$ cat src/rtl/r2_w1_mem_arbiter_if.sv
// Bundle between NUM_REQ requesters, the arbiter and a 2-read/1-write memory.
// Slave is the arbiter view; master is the environment (requesters plus memory).
interface r2_w1_mem_arbiter_if #(
    parameter int NUM_REQ    = 4,
    parameter int ADDR_WIDTH = 32,
    parameter int DATA_WIDTH = 32
);
    // A request transfers in the cycle req_valid & req_ready are both high. req_ready is a
    // same-cycle grant and never a precondition for asserting req_valid. rsp_valid is a
    // single-cycle pulse exactly one clock after the transfer.
    logic [NUM_REQ-1:0]                 req_valid;
    logic [NUM_REQ-1:0]                 req_ready;
    logic [NUM_REQ-1:0]                 req_we;
    logic [NUM_REQ-1:0][ADDR_WIDTH-1:0] req_addr;
    logic [NUM_REQ-1:0][DATA_WIDTH-1:0] req_wdata;
    logic [NUM_REQ-1:0]                 rsp_valid;
    logic [NUM_REQ-1:0][DATA_WIDTH-1:0] rsp_data;

    logic                  mem_we;
    logic [ADDR_WIDTH-1:0] mem_w_addr;
    logic [DATA_WIDTH-1:0] mem_w_data;
    logic [ADDR_WIDTH-1:0] mem_r0_addr;
    logic [DATA_WIDTH-1:0] mem_r0_data;
    logic [ADDR_WIDTH-1:0] mem_r1_addr;
    logic [DATA_WIDTH-1:0] mem_r1_data;

    modport slave (
        input  req_valid, req_we, req_addr, req_wdata, mem_r0_data, mem_r1_data,
        output req_ready, rsp_valid, rsp_data,
        output mem_we, mem_w_addr, mem_w_data, mem_r0_addr, mem_r1_addr
    );

    modport master (
        output req_valid, req_we, req_addr, req_wdata, mem_r0_data, mem_r1_data,
        input  req_ready, rsp_valid, rsp_data,
        input  mem_we, mem_w_addr, mem_w_data, mem_r0_addr, mem_r1_addr
    );
endinterface

$ cat src/rtl/r2_w1_mem_arbiter.sv
// Round-robin arbiter granting up to two reads and one write per cycle onto a shared
// 2R/1W memory, returning registered responses one cycle after each grant.
module r2_w1_mem_arbiter #(
    parameter int NUM_REQ    = 4,
    parameter int ADDR_WIDTH = 32,
    parameter int DATA_WIDTH = 32
) (
    input  logic                 clk_i,
    input  logic                 rst_ni,
    r2_w1_mem_arbiter_if.slave   bus
);
    localparam int PW = (NUM_REQ > 1) ? $clog2(NUM_REQ) : 1;

    logic [PW-1:0] wr_ptr_q, wr_ptr_d;
    logic [PW-1:0] rd_ptr_q, rd_ptr_d;
    logic [NUM_REQ-1:0]                 rsp_valid_q, rsp_valid_d;
    logic [NUM_REQ-1:0][DATA_WIDTH-1:0] rsp_data_q, rsp_data_d;

    logic          wr_hit, rd0_hit, rd1_hit;
    logic [PW-1:0] wr_idx, rd0_idx, rd1_idx;
    logic [NUM_REQ-1:0] grant_w, grant_r0, grant_r1;

    // Index k steps past base, wrapping at NUM_REQ (which need not be a power of two).
    function automatic logic [PW-1:0] rot(input logic [PW-1:0] base, input int k);
        int s;
        s = int'(base) + k;
        if (s >= NUM_REQ) s = s - NUM_REQ;
        return PW'(s);
    endfunction

    always_comb begin
        wr_hit  = 1'b0;
        wr_idx  = '0;
        rd0_hit = 1'b0;
        rd0_idx = '0;
        rd1_hit = 1'b0;
        rd1_idx = '0;
        for (int k = 0; k < NUM_REQ; k++) begin
            if (!wr_hit && bus.req_valid[rot(wr_ptr_q, k)] && bus.req_we[rot(wr_ptr_q, k)]) begin
                wr_hit = 1'b1;
                wr_idx = rot(wr_ptr_q, k);
            end
            if (bus.req_valid[rot(rd_ptr_q, k)] && !bus.req_we[rot(rd_ptr_q, k)]) begin
                if (!rd0_hit) begin
                    rd0_hit = 1'b1;
                    rd0_idx = rot(rd_ptr_q, k);
                end else if (!rd1_hit) begin
                    rd1_hit = 1'b1;
                    rd1_idx = rot(rd_ptr_q, k);
                end
            end
        end
    end

    // Grants and memory drive are suppressed while in reset so nothing leaks to the memory.
    always_comb begin
        grant_w         = '0;
        grant_r0        = '0;
        grant_r1        = '0;
        bus.mem_we      = 1'b0;
        bus.mem_w_addr  = '0;
        bus.mem_w_data  = '0;
        bus.mem_r0_addr = '0;
        bus.mem_r1_addr = '0;
        if (rst_ni) begin
            if (wr_hit) begin
                grant_w[wr_idx] = 1'b1;
                bus.mem_we      = 1'b1;
                bus.mem_w_addr  = bus.req_addr[wr_idx];
                bus.mem_w_data  = bus.req_wdata[wr_idx];
            end
            if (rd0_hit) begin
                grant_r0[rd0_idx] = 1'b1;
                bus.mem_r0_addr   = bus.req_addr[rd0_idx];
            end
            if (rd1_hit) begin
                grant_r1[rd1_idx] = 1'b1;
                bus.mem_r1_addr   = bus.req_addr[rd1_idx];
            end
        end
        bus.req_ready = grant_w | grant_r0 | grant_r1;
    end

    always_comb begin
        wr_ptr_d = wr_ptr_q;
        rd_ptr_d = rd_ptr_q;
        if (wr_hit) wr_ptr_d = rot(wr_idx, 1);
        if (rd1_hit)      rd_ptr_d = rot(rd1_idx, 1);
        else if (rd0_hit) rd_ptr_d = rot(rd0_idx, 1);
        for (int i = 0; i < NUM_REQ; i++) begin
            rsp_valid_d[i] = grant_w[i] | grant_r0[i] | grant_r1[i];
            if (grant_r0[i])      rsp_data_d[i] = bus.mem_r0_data;
            else if (grant_r1[i]) rsp_data_d[i] = bus.mem_r1_data;
            else if (grant_w[i])  rsp_data_d[i] = '0;
            else                  rsp_data_d[i] = rsp_data_q[i];
        end
    end

    always_ff @(posedge clk_i) begin
        if (!rst_ni) begin
            wr_ptr_q    <= '0;
            rd_ptr_q    <= '0;
            rsp_valid_q <= '0;
            rsp_data_q  <= '0;
        end else begin
            wr_ptr_q    <= wr_ptr_d;
            rd_ptr_q    <= rd_ptr_d;
            rsp_valid_q <= rsp_valid_d;
            rsp_data_q  <= rsp_data_d;
        end
    end

    assign bus.rsp_valid = rsp_valid_q;
    assign bus.rsp_data  = rsp_data_q;
endmodule

$ cat src/flat_wrapper.sv
// flat-port wrapper written by rule: the top's interface ports become plain ports
module r2_w1_mem_arbiter_flat 
#(
    parameter int NUM_REQ    = 4,
    parameter int ADDR_WIDTH = 32,
    parameter int DATA_WIDTH = 32
)
  (clk_i, rst_ni, bus_req_valid, bus_req_we, bus_req_addr, bus_req_wdata, bus_mem_r0_data, bus_mem_r1_data, bus_req_ready, bus_rsp_valid, bus_rsp_data, bus_mem_we, bus_mem_w_addr, bus_mem_w_data, bus_mem_r0_addr, bus_mem_r1_addr);
  r2_w1_mem_arbiter_if #(.NUM_REQ(NUM_REQ), .ADDR_WIDTH(ADDR_WIDTH), .DATA_WIDTH(DATA_WIDTH)) bus_i ();
  input  logic clk_i;
  input  logic rst_ni;
  input wire logic [$bits(bus_i.req_valid)-1:0] bus_req_valid;
  input wire logic [$bits(bus_i.req_we)-1:0] bus_req_we;
  input wire logic [$bits(bus_i.req_addr)-1:0] bus_req_addr;
  input wire logic [$bits(bus_i.req_wdata)-1:0] bus_req_wdata;
  input wire logic [$bits(bus_i.mem_r0_data)-1:0] bus_mem_r0_data;
  input wire logic [$bits(bus_i.mem_r1_data)-1:0] bus_mem_r1_data;
  output wire logic [$bits(bus_i.req_ready)-1:0] bus_req_ready;
  output wire logic [$bits(bus_i.rsp_valid)-1:0] bus_rsp_valid;
  output wire logic [$bits(bus_i.rsp_data)-1:0] bus_rsp_data;
  output wire logic [$bits(bus_i.mem_we)-1:0] bus_mem_we;
  output wire logic [$bits(bus_i.mem_w_addr)-1:0] bus_mem_w_addr;
  output wire logic [$bits(bus_i.mem_w_data)-1:0] bus_mem_w_data;
  output wire logic [$bits(bus_i.mem_r0_addr)-1:0] bus_mem_r0_addr;
  output wire logic [$bits(bus_i.mem_r1_addr)-1:0] bus_mem_r1_addr;
  assign bus_i.req_valid = bus_req_valid;
  assign bus_i.req_we = bus_req_we;
  assign bus_i.req_addr = bus_req_addr;
  assign bus_i.req_wdata = bus_req_wdata;
  assign bus_i.mem_r0_data = bus_mem_r0_data;
  assign bus_i.mem_r1_data = bus_mem_r1_data;
  assign bus_req_ready = bus_i.req_ready;
  assign bus_rsp_valid = bus_i.rsp_valid;
  assign bus_rsp_data = bus_i.rsp_data;
  assign bus_mem_we = bus_i.mem_we;
  assign bus_mem_w_addr = bus_i.mem_w_addr;
  assign bus_mem_w_data = bus_i.mem_w_data;
  assign bus_mem_r0_addr = bus_i.mem_r0_addr;
  assign bus_mem_r1_addr = bus_i.mem_r1_addr;
  r2_w1_mem_arbiter #(.NUM_REQ(NUM_REQ), .ADDR_WIDTH(ADDR_WIDTH), .DATA_WIDTH(DATA_WIDTH)) u_core (.clk_i(clk_i), .rst_ni(rst_ni), .bus(bus_i));
endmodule
$ cat config.mk
export PLATFORM = sky130hd
export DESIGN_NAME = r2_w1_mem_arbiter_flat
export DESIGN_NICKNAME = d
export VERILOG_FILES = /design/src/rtl/r2_w1_mem_arbiter_if.sv /design/src/rtl/r2_w1_mem_arbiter.sv /design/src/flat_wrapper.sv
export SDC_FILE = /design/constraint.sdc
export NUM_CORES = 1
export LEC_CHECK = 0
export CORE_AREA = 3 3 232 234
export DETAILED_ROUTE_END_ITERATION = 12
export DIE_AREA = 0 0 235 237
export PLACE_DENSITY = 0.58
export SETUP_SLACK_MARGIN = 0.4
export SLEW_MARGIN = 0
export SYNTH_ARGS = -nofsm -noshare
export SYNTH_HDL_FRONTEND = slang
export SYNTH_SLANG_ARGS = --single-unit
$ cat constraint.sdc
create_clock -name clk_i -period 4.31 [get_ports clk_i]
set_input_delay 0.431 -clock clk_i [delete_from_list [all_inputs] [get_ports clk_i]]
set_output_delay 0.431 -clock clk_i [all_outputs]
set_load 0.01 [all_outputs]
Word-level counts from Yosys, hierarchy flattened:

Index checks and enable logic that the tools add are counted.

* add/subtract/negate cells: 20
* order comparisons: 25
* multiplexer cells: 120
* bitwise gates (word level): 10
* reductions and logical operators: 26

Operators with widths (number)
* $mux 32: 24
* $bmux 32 s2: 4
* $mux 2: 32
* $mux 1: 35
* $lt 2x3->1 const B: 11
* $bmux 1 s2: 16
* $ge 3x3->1 const B: 9
* $mux 4: 6
* $sub 2x1->2 const B: 11
* $add 2x1->3 const B: 5
* $logic_and 1x1->1: 14
* $add 2x2->3 const B: 4
* $reduce_bool 3->1: 4
* $or 1x1->1: 8
* $or 4x4->4: 2
* $logic_not 1->1: 7
* $demux 1 s2: 3
* $ge 2x1->1 const B: 3
* $ge 2x3->1 const B: 2
* $reduce_bool 2->1: 1

* flip-flop bits (word level): 136
* bits of input ports: 330
* output and inout bits: 265
* logic and storage cells: 208

Logic depth before layout (Yosys ltp):

Gate-level depths: netlist (run 1).

* word-level depth: 27
* mapped depth: 15

Worst setup path after synthesis (run 1):

No wires, ideal clock.

* kind: input to output
* start point: input port bus_req_we[2]
* end point: output port bus_mem_r1_addr[10]
* data arrival time: 2.812 ns
* setup slack: 1.067 ns
* stages: 15
* cells stage by stage: nand2b_1 buf_4 mux2i_1 nand2_1 o31ai_1 ha_1 nor2_1 o21ai_1 and3_1 o32a_4 nor2_1 buf_4 buf_4 mux2i_1 o22ai_1

* cells in the longest elaborated chain, start to end: 17
* elaborated cells on any way between the ends: 37
* those cells by class: 29 x mux; 8 x reduce/logical

RTL lines
* from (decl): RTL line flat_wrapper.sv:13 `input wire logic [$bits(bus_i.req_we)-1:0] bus_req_we;`
* $bmux 1 s2: RTL line r2_w1_mem_arbiter.sv:43 `if (bus.req_valid[rot(rd_ptr_q, k)] && !bus.req_we[rot(rd_ptr_q, k)]) begin`
* $mux 1 (not written as such): RTL line r2_w1_mem_arbiter.sv:43
* $logic_not 1->1: RTL line r2_w1_mem_arbiter.sv:43
* $logic_and 1x1->1: RTL line r2_w1_mem_arbiter.sv:43
* $mux 1: RTL line r2_w1_mem_arbiter.sv:43
* $mux 2 / $mux 1 (equally long branches): RTL line r2_w1_mem_arbiter.sv:44 `if (!rd0_hit) begin`
* $mux 2 / $mux 1 (equally long branches): RTL line r2_w1_mem_arbiter.sv:43
* $mux 2: RTL line r2_w1_mem_arbiter.sv:47 `end else if (!rd1_hit) begin`
* $mux 2: RTL line r2_w1_mem_arbiter.sv:44
* $mux 2: RTL line r2_w1_mem_arbiter.sv:43
* $mux 2: RTL line r2_w1_mem_arbiter.sv:47
* $mux 2: RTL line r2_w1_mem_arbiter.sv:44
* $mux 2: RTL line r2_w1_mem_arbiter.sv:43
* $bmux 32 s2: RTL line r2_w1_mem_arbiter.sv:78 `bus.mem_r1_addr = bus.req_addr[rd1_idx];`
* $mux 32 (not written as such): RTL line r2_w1_mem_arbiter.sv:78
* $mux 32 *: RTL line r2_w1_mem_arbiter.sv:76 `if (rd1_hit) begin`
* $mux 32 *: RTL line r2_w1_mem_arbiter.sv:65 `if (rst_ni) begin`
* to (decl): RTL line flat_wrapper.sv:25 `output wire logic [$bits(bus_i.mem_r1_addr)-1:0] bus_mem_r1_addr;`

Mark *: on every way between the ends. The rest lies on a longest branch, timed or not. The select of a mux whose other input is x is not followed.

Worst setup path in the final report (run 1):

* start point: input port bus_req_valid[3]
* end point: output port bus_mem_r1_addr[4]

* cells in the longest elaborated chain, start to end: 16
* elaborated cells on any way between the ends: 33
* those cells by class: 29 x mux; 4 x reduce/logical

RTL lines
* from (decl): RTL line flat_wrapper.sv:12 `input wire logic [$bits(bus_i.req_valid)-1:0] bus_req_valid;`
* $bmux 1 s2: RTL line r2_w1_mem_arbiter.sv:43
* $mux 1 (not written as such): RTL line r2_w1_mem_arbiter.sv:43
* $logic_and 1x1->1: RTL line r2_w1_mem_arbiter.sv:43
* $mux 1: RTL line r2_w1_mem_arbiter.sv:43
* $mux 2 / $mux 1 (equally long branches): RTL line r2_w1_mem_arbiter.sv:44
* $mux 2 / $mux 1 (equally long branches): RTL line r2_w1_mem_arbiter.sv:43
* $mux 2: RTL line r2_w1_mem_arbiter.sv:47
* $mux 2: RTL line r2_w1_mem_arbiter.sv:44
* $mux 2: RTL line r2_w1_mem_arbiter.sv:43
* $mux 2: RTL line r2_w1_mem_arbiter.sv:47
* $mux 2: RTL line r2_w1_mem_arbiter.sv:44
* $mux 2: RTL line r2_w1_mem_arbiter.sv:43
* $bmux 32 s2: RTL line r2_w1_mem_arbiter.sv:78
* $mux 32 (not written as such): RTL line r2_w1_mem_arbiter.sv:78
* $mux 32 *: RTL line r2_w1_mem_arbiter.sv:76
* $mux 32 *: RTL line r2_w1_mem_arbiter.sv:65

Marks and branches as above.

==> flow_summary.json, run 1 <==
{
  "synth_cell_types": 70,
  "synthFlopType": "dfxtp_1",
  "synth_edf_count": 0,
  "vias_per_cell": 5.221,
  "drt-initial-drc-count": 1051,
  "status": "finished, final reports clean",
  "met2_usage": 0.3514,
  "fp.dieH_um": 237,
  "cap_violations": 0,
  "fin_area_um2": 19050,
  "rows": 84,
  "grt_pass1_vias": 12430,
  "hold_path_end": "u_core.bus.rsp_data[108]",
  "multi_input_area_um2": 7800,
  "final_layout_size_suffix_gt1_frac": 0.1891,
  "drv_slew": 0,
  "placed_area_um2": 17790,
  "cts_tree": "yes",
  "synth_nets": 1506,
  "async_flop_share": 0,
  "post-route-drc-count": 0,
  "clockRootBuffer": "clkbuf_16",
  "syn2layout_area_growth_pct": 74.47,
  "grt-ovfl-total": 0,
  "internal_power_mw": 4.184,
  "die_area_um2": 55700,
  "grt_pass1_wl_um": 89260,
  "grt_max_degree": 98,
  "clkPwrFrac": 0.266,
  "grt_use_met1": 0.2619,
  "post-place-ws_ns": 0.08982,
  "r2r-end": "u_core.bus.rsp_data[117]",
  "reg2reg_depth": 14,
  "die_x_um": 235,
  "setup_viol_count_final": 0,
  "cp.arrival_ns": 3.42,
  "worstSetupPathType": "input pin to output pin",
  "num_vias": 12800,
  "grt_setup_unrepaired": "yes",
  "grt_usage": 0.2103,
  "min_path_type": "flip-flop to flip-flop",
  "most-common-layout-cells": "clkdlybuf4s50_1, dfxtp_1, o21ai_0",
  "clock_latency_ns": 0.42,
  "worstMarginPinSlew_ns": 1.114,
  "fin_util": 0.3648,
  "regToRegSetupSlack_ns": 0.94,
  "p_sw_frac": 0.3399,
  "regArea_um2": 2724,
  "min_path_cells": 2,
  "final-hold-violation-count": 0,
  "yosys_warnings": 0,
  "power_frac_seq": 0.238,
  "finalNetCount": 2070,
  "place_congestion": 0.9266,
  "synth_seq_area_share": 0.2493,
  "final_cells": 2452,
  "synthCells": 1174,
  "tns_ns": 0,
  "skew_ns": 0.008002,
  "clock_sinks": 136,
  "h-tree-depth": 4,
  "avgSynthCellArea_um2": 9.302,
  "mostFrequentLayoutCell": "clkdlybuf4s50_1",
  "top_usage_layer": "met2",
  "netlist_area_um2": 10920,
  "p_switching_mw": 2.154,
  "cts_buffer_depth": 2,
  "port_buffers": 594,
  "fin_crit_ns": 3.848,
  "post-route-worst-setup-slack_ns": 0.4623,
  "fmax_mhz": 259.9,
  "startpoint_type": "input pin",
  "drt_wl_total_um": 62810,
  "drtAntennaViolNets": 0,
  "first_pass_iters": 5,
  "p_per_area_nw_per_um2": 332.6,
  "clkTransAtPathRegs_ns": 0.07,
  "p_total_mw": 6.338,
  "synth_seq_cells": 136,
  "hold_ws_ns": 0.4882,
  "power_leakage_nw": 6.945,
  "io_pins": 595,
  "fillers": 5206,
  "start_util": 0.2091,
  "ir_drop_uv": 270.8,
  "coreArea_um2": 52240,
  "wl_per_cell_um": 25.61,
  "finalCritPeriodShare": 0.8927,
  "crit_fanout": 7,
  "r2r-start": "u_core.rd_ptr_q[1]",
  "worstPathRequired_ns": 3.88,
  "place_hpwl_um": 46500,
  "crit_path_end_kind": "output pin",
  "placed_cells": 2384,
  "hold_start": "u_core.bus.rsp_data[108]",
  "grt_antenna_before_repair": 16,
  "comb_power_share": 0.496,
  "relSlewSlack": 0.2556,
  "grt_use_met3": 0.05835,
  "cts_buffers": 17
}
Yosys cell counts (all sizes together), types with 2 or more instances:
master   count  share of area
a211oi       4         0.0041
a21o         2         0.0014
a21oi       41          0.019
a221oi      32          0.042
a22oi       33          0.023
a311oi       2         0.0016
a31oi       68          0.041
and2        98          0.056
and3         4         0.0023
buf         75          0.040
clkbuf      58          0.020
dfxtp      136           0.25
ha           2         0.0023
inv          6         0.0021
mux2i       69          0.063
mux4        96           0.20
nand2       79          0.027
nand2b       6         0.0034
nand3       83          0.038
nand4        3         0.0017
nor2        16         0.0055
nor2b       36          0.021
nor3        41          0.033
nor3b        2         0.0014
nor4         6         0.0034
nor4bb       2         0.0018
o211ai       4         0.0032
o21ai      106          0.049
o22ai       33          0.019
o2bb2ai      2         0.0016
o31ai        3         0.0021
o32ai        2         0.0023
xnor2        3         0.0024
cell families (layout without fill, tap and decap cells):
logic type,Yosys count,count (layout),share of synthesized area
buffers and inverters,139,715,0.06175
muxes,165,165,0.2612
other,0,14,0
and+or+nand+nor,382,382,0.1994
adders and majority gates,3,3,0.003322
xor gates and xnor gates,4,4,0.003209
DFF,136,136,0.2493
AOI/OAI and AO/OA,345,345,0.2218
critical path: stages:
cell,delay (ns)
clkdlybuf4s50_1,0.50
nor2b_2,0.18
nor2_1,0.06
o31ai_2,0.27
ha_2,0.25
nor2_2,0.05
buf_4,0.14
nor3_4,0.19
o32a_4,0.21
nor2_4,0.04
buf_12,0.14
buf_16,0.15
clkbuf_16,0.17
mux2i_1,0.11
o22ai_1,0.20
dlygate4sd2_1,0.30
metal layers:
layer  vias up  routed length, um
li1       5681                  -
met1      6335              24670
met2       706              30610
met3        77               5531
met4         2               1980
met5         -                 13
area by class of cell:
class	count	share of cell area
well taps	688	0.04518
inverters	6	0.001313
clock buffers	21	0.02469
multi-input cells	899	0.4094
flip-flops and latches	136	0.1430
diodes	14	0.001839
clock inverters	10	0.009982
repair buffers	678	0.3647
power groups by stage:
stage | Clock, mW | Sequential, mW | Combinational, mW
floorplan | 0 | 1.59 | 1.40
global placement | 0 | 1.53 | 2.86
detailed placement | 0 | 1.53 | 2.89
CTS | 1.72 | 1.51 | 3.01
global route | 1.77 | 1.53 | 3.32
finish | 1.68 | 1.51 | 3.14
state kept, by name, indices dropped and copies added (netlist names):
register,cells
u_core.bus.rsp_data,128
u_core.wr_ptr_q,2
u_core.rd_ptr_q,2
u_core.bus.rsp_valid,4
what timing repair did:
action / CTS / global route
gates cloned: 3 / 5
resized for setup: 44 / 66
setup buffers: 5 / 10
endpoints found under the hold margin: 0 / 0
pin swaps: 1 / 6
hold buffers: 0 / 0
endpoints found under the setup margin: 67 / 75
worst max path at each step:
stage | from | to | slack, ns | depth (start not counted)
2_1_floorplan | bus_req_we[2] | bus_mem_r1_addr[10] | 1.07 | 15
6_report | bus_req_valid[3] | bus_mem_r1_addr[4] | 0.46 | 16
5_1_grt | bus_req_we[2] | bus_mem_r1_addr[1] | 0.33 | 17
4_1_cts | bus_req_we[2] | bus_mem_r1_addr[21] | 0.26 | 17
3_3_place_gp | bus_req_we[0] | bus_mem_r1_addr[21] | 0.12 | 15
3_5_place_dp | bus_req_we[0] | bus_mem_r1_addr[21] | 0.09 | 15
(Power assumes the default switching activity.)
==> inputs of run 2 (changes only) <==
--- a/config.mk
+++ b/config.mk
@@ -5,10 +5,11 @@
 export SDC_FILE = /design/constraint.sdc
 export NUM_CORES = 1
 export LEC_CHECK = 0
-export CORE_AREA = 3 3 232 234
+export CORE_AREA = 3 3 227 229
 export DETAILED_ROUTE_END_ITERATION = 12
-export DIE_AREA = 0 0 235 237
-export PLACE_DENSITY = 0.58
+export DIE_AREA = 0 0 230 232
+export DONT_BUFFER_PORTS = 1
+export PLACE_DENSITY = 0.44
 export SETUP_SLACK_MARGIN = 0.4
 export SLEW_MARGIN = 0
 export SYNTH_ARGS = -nofsm -noshare
==> flow_summary.json, run 2 (synthesis results as in run 1) <==
{
  "final_layout_size_suffix_gt1_frac": 0.2445,
  "grt-ovfl-total": 0,
  "finalCritPeriodShare": 0.8710,
  "final-hold-violation-count": 0,
  "skew_ns": 0.02110,
  "cap_violations": 0,
  "ctsHoldBuffers": 0,
  "grt_setup_unrepaired": "yes",
  "fmax_mhz": 266.4,
  "cts_buffer_depth": 2,
  "path_delay_family": "buffers and inverters",
  "worstPathRequired_ns": 3.88,
  "mostFrequentLayoutCell": "dfxtp_1",
  "drt_wl_total_um": 55390,
  "grt_usage": 0.1943,
  "reg2reg_depth": 12,
  "coreArea_um2": 49860,
  "hold_ws_ns": 0.1381,
  "status": "finished, final reports clean",
  "grt_pass1_vias": 9845,
  "cts_tree": "yes",
  "cp_common_cell": "nor2_2",
  "min_path_cells": 2,
  "slowest_delay_ns": 0.40,
  "wl_per_cell_um": 30.43,
  "clkTransAtPathRegs_ns": 0.07,
  "r2r-start": "u_core.rd_ptr_q[1]",
  "setup_viol_count_final": 0,
  "startpoint_type": "flip-flop",
  "clock_sinks": 136,
  "r2r-end": "u_core.bus.rsp_data[84]",
  "die_area_um2": 53360,
  "fin_crit_ns": 3.754,
  "drtAntennaViolNets": 0,
  "grt_pass1_wl_um": 77020,
  "fp.dieH_um": 232,
  "port_buffers": 0,
  "clock_latency_ns": 0.44,
  "drt-initial-drc-count": 849,
  "io_pins": 595,
  "most-common-layout-cells": "dfxtp_1, o21ai_0, and2_1",
  "post-route-drc-count": 0,
  "syn2layout_area_growth_pct": 14.24,
  "regToRegSetupSlack_ns": 0.97,
  "first_pass_iters": 5,
  "grt_max_degree": 104,
  "cp.arrival_ns": 3.32,
  "place_hpwl_um": 42040,
  "h-tree-depth": 4,
  "finalNetCount": 1452,
  "path_cells": "buf_6 > nor2_2 > o31ai_1 > ha_1 > nor2_2 > o21ai_1 > and3_4 > o32a_4 > nor2_4 > buf_12 > buf_16 > mux2i_1 > o22ai_1 > buf_4",
  "ir_drop_uv": 275.8,
  "grt_antenna_before_repair": 13,
  "rows": 82,
  "worstSetupPathType": "flip-flop to output pin",
  "cts_buffers": 17,
  "worstMarginPinSlew_ns": 0.8142,
  "power_leakage_nw": 4.181,
  "tns_ns": 0,
  "cpMaxStageDelayCell": "o32a_4",
  "p_per_area_nw_per_um2": 395.8,
  "relSlewSlack": 0.4572,
  "crit_path_end_kind": "output pin",
  "min_path_type": "input pin to flip-flop",
  "vias_per_cell": 5.711,
  "die_x_um": 230,
  "hold_path_end": "u_core.bus.rsp_data[118]",
  "place_congestion": 1.016,
  "start_util": 0.2190,
  "crit_fanout": 28,
  "path_buf_inv": 4,
  "hold_start": "bus_mem_r1_data[22]",
  "largest_reg_flops": 128,
  "num_vias": 10390,
  "drv_slew": 0,
  "clockRootBuffer": "clkbuf_16"
}
==> run 2: cell count changes in the layout (fill, tap and decap cells not counted), sizes merged, moves of 3 or more <==
cell	change
clkdlybuf4s50	-550
buf	-20
dlygate4sd2	-16
clkbuf	-13
dlymetal6s2s	-12
clkdlybuf4s15	-9
bufinv	-4
inv	+4
clkinvlp	+3
==> run 2: worst register-to-register path: stages, from the launching register on <==
cell and delay [ns]:
dfxtp_2 0.36, buf_6 0.24, nor2_2 0.09, o31ai_1 0.33, ha_1 0.27, nand2_1 0.09, o31ai_1 0.08, a22oi_1 0.14
and3_1 0.34, a31oi_4 0.66, buf_4 0.38, a22oi_1 0.11, a21oi_1 0.17
==> run 2: what timing repair did <==
item / CTS / global route
setup endpoints to repair: 5 / 26
buffers inserted: 0 / 3
cloned: 0 / 1
pin swaps: 0 / 3
gates resized for setup: 2 / 7
==> run 2: report_power, final <==
| part | switching [mW] | internal (mW) |
|---|---|---|
| combinational | 1.01 | 0.835 |
| sequential | 0.229 | 1.41 |
| clock | 0.644 | 0.807 |
| total | 1.88 | 3.06 |
==> run 2: area by class of cell <==
type                       instances  area (um2)
antenna                           15       37.54
clock buffer                      18       429.2
clock inverter                    14       140.1
fill                            5371       37390
inverter                           6       25.02
multi-input combinational        899        7675
sequential                       136        2724
tap                              672       840.8
timing repair buffer              60       604.3
==> run 2: worst max-delay path by stage <==
stage | startpoint | to | slack, ns | cells past startpoint
after floorplan | bus_req_we[2] | bus_mem_r1_addr[10] | 1.07 | 15
after global placement | bus_req_we[0] | bus_mem_r1_addr[10] | 0.63 | 15
after detailed placement | bus_req_we[0] | bus_mem_r1_addr[10] | 0.63 | 15
after CTS | u_core.rd_ptr_q[1] | bus_mem_r1_addr[10] | 0.41 | 14
after global routing | u_core.rd_ptr_q[1] | bus_mem_r1_addr[10] | 0.40 | 14
final | u_core.rd_ptr_q[1] | bus_mem_r1_addr[10] | 0.56 | 14
==> run 2: layer usage <==
metal / up-vias / global-route usage / part of all wire / wire (um)
met5: - / 0 / 0.00097 / 54
met4: 8 / 0.05281 / 0.020 / 1101
met3: 61 / 0.09666 / 0.13 / 7338
met2: 621 / 0.3230 / 0.49 / 27080
met1: 5257 / 0.2213 / 0.36 / 19810
li1: 4447 / - / - / -
==> run 2: stage by stage <==
step	setup WS, ns	instances	power, mW	instance area, um2	util
floorplan	1.067	1174	2.991	10920	-
global placement	0.6268	1769	3.465	11780	0.2363
detailed placement	0.6318	1769	3.489	11780	0.2363
CTS	0.4080	1801	4.941	12360	0.2479
global route	0.4009	1818	5.177	12470	0.2501
finish	0.5561	1820	4.938	12480	0.2502
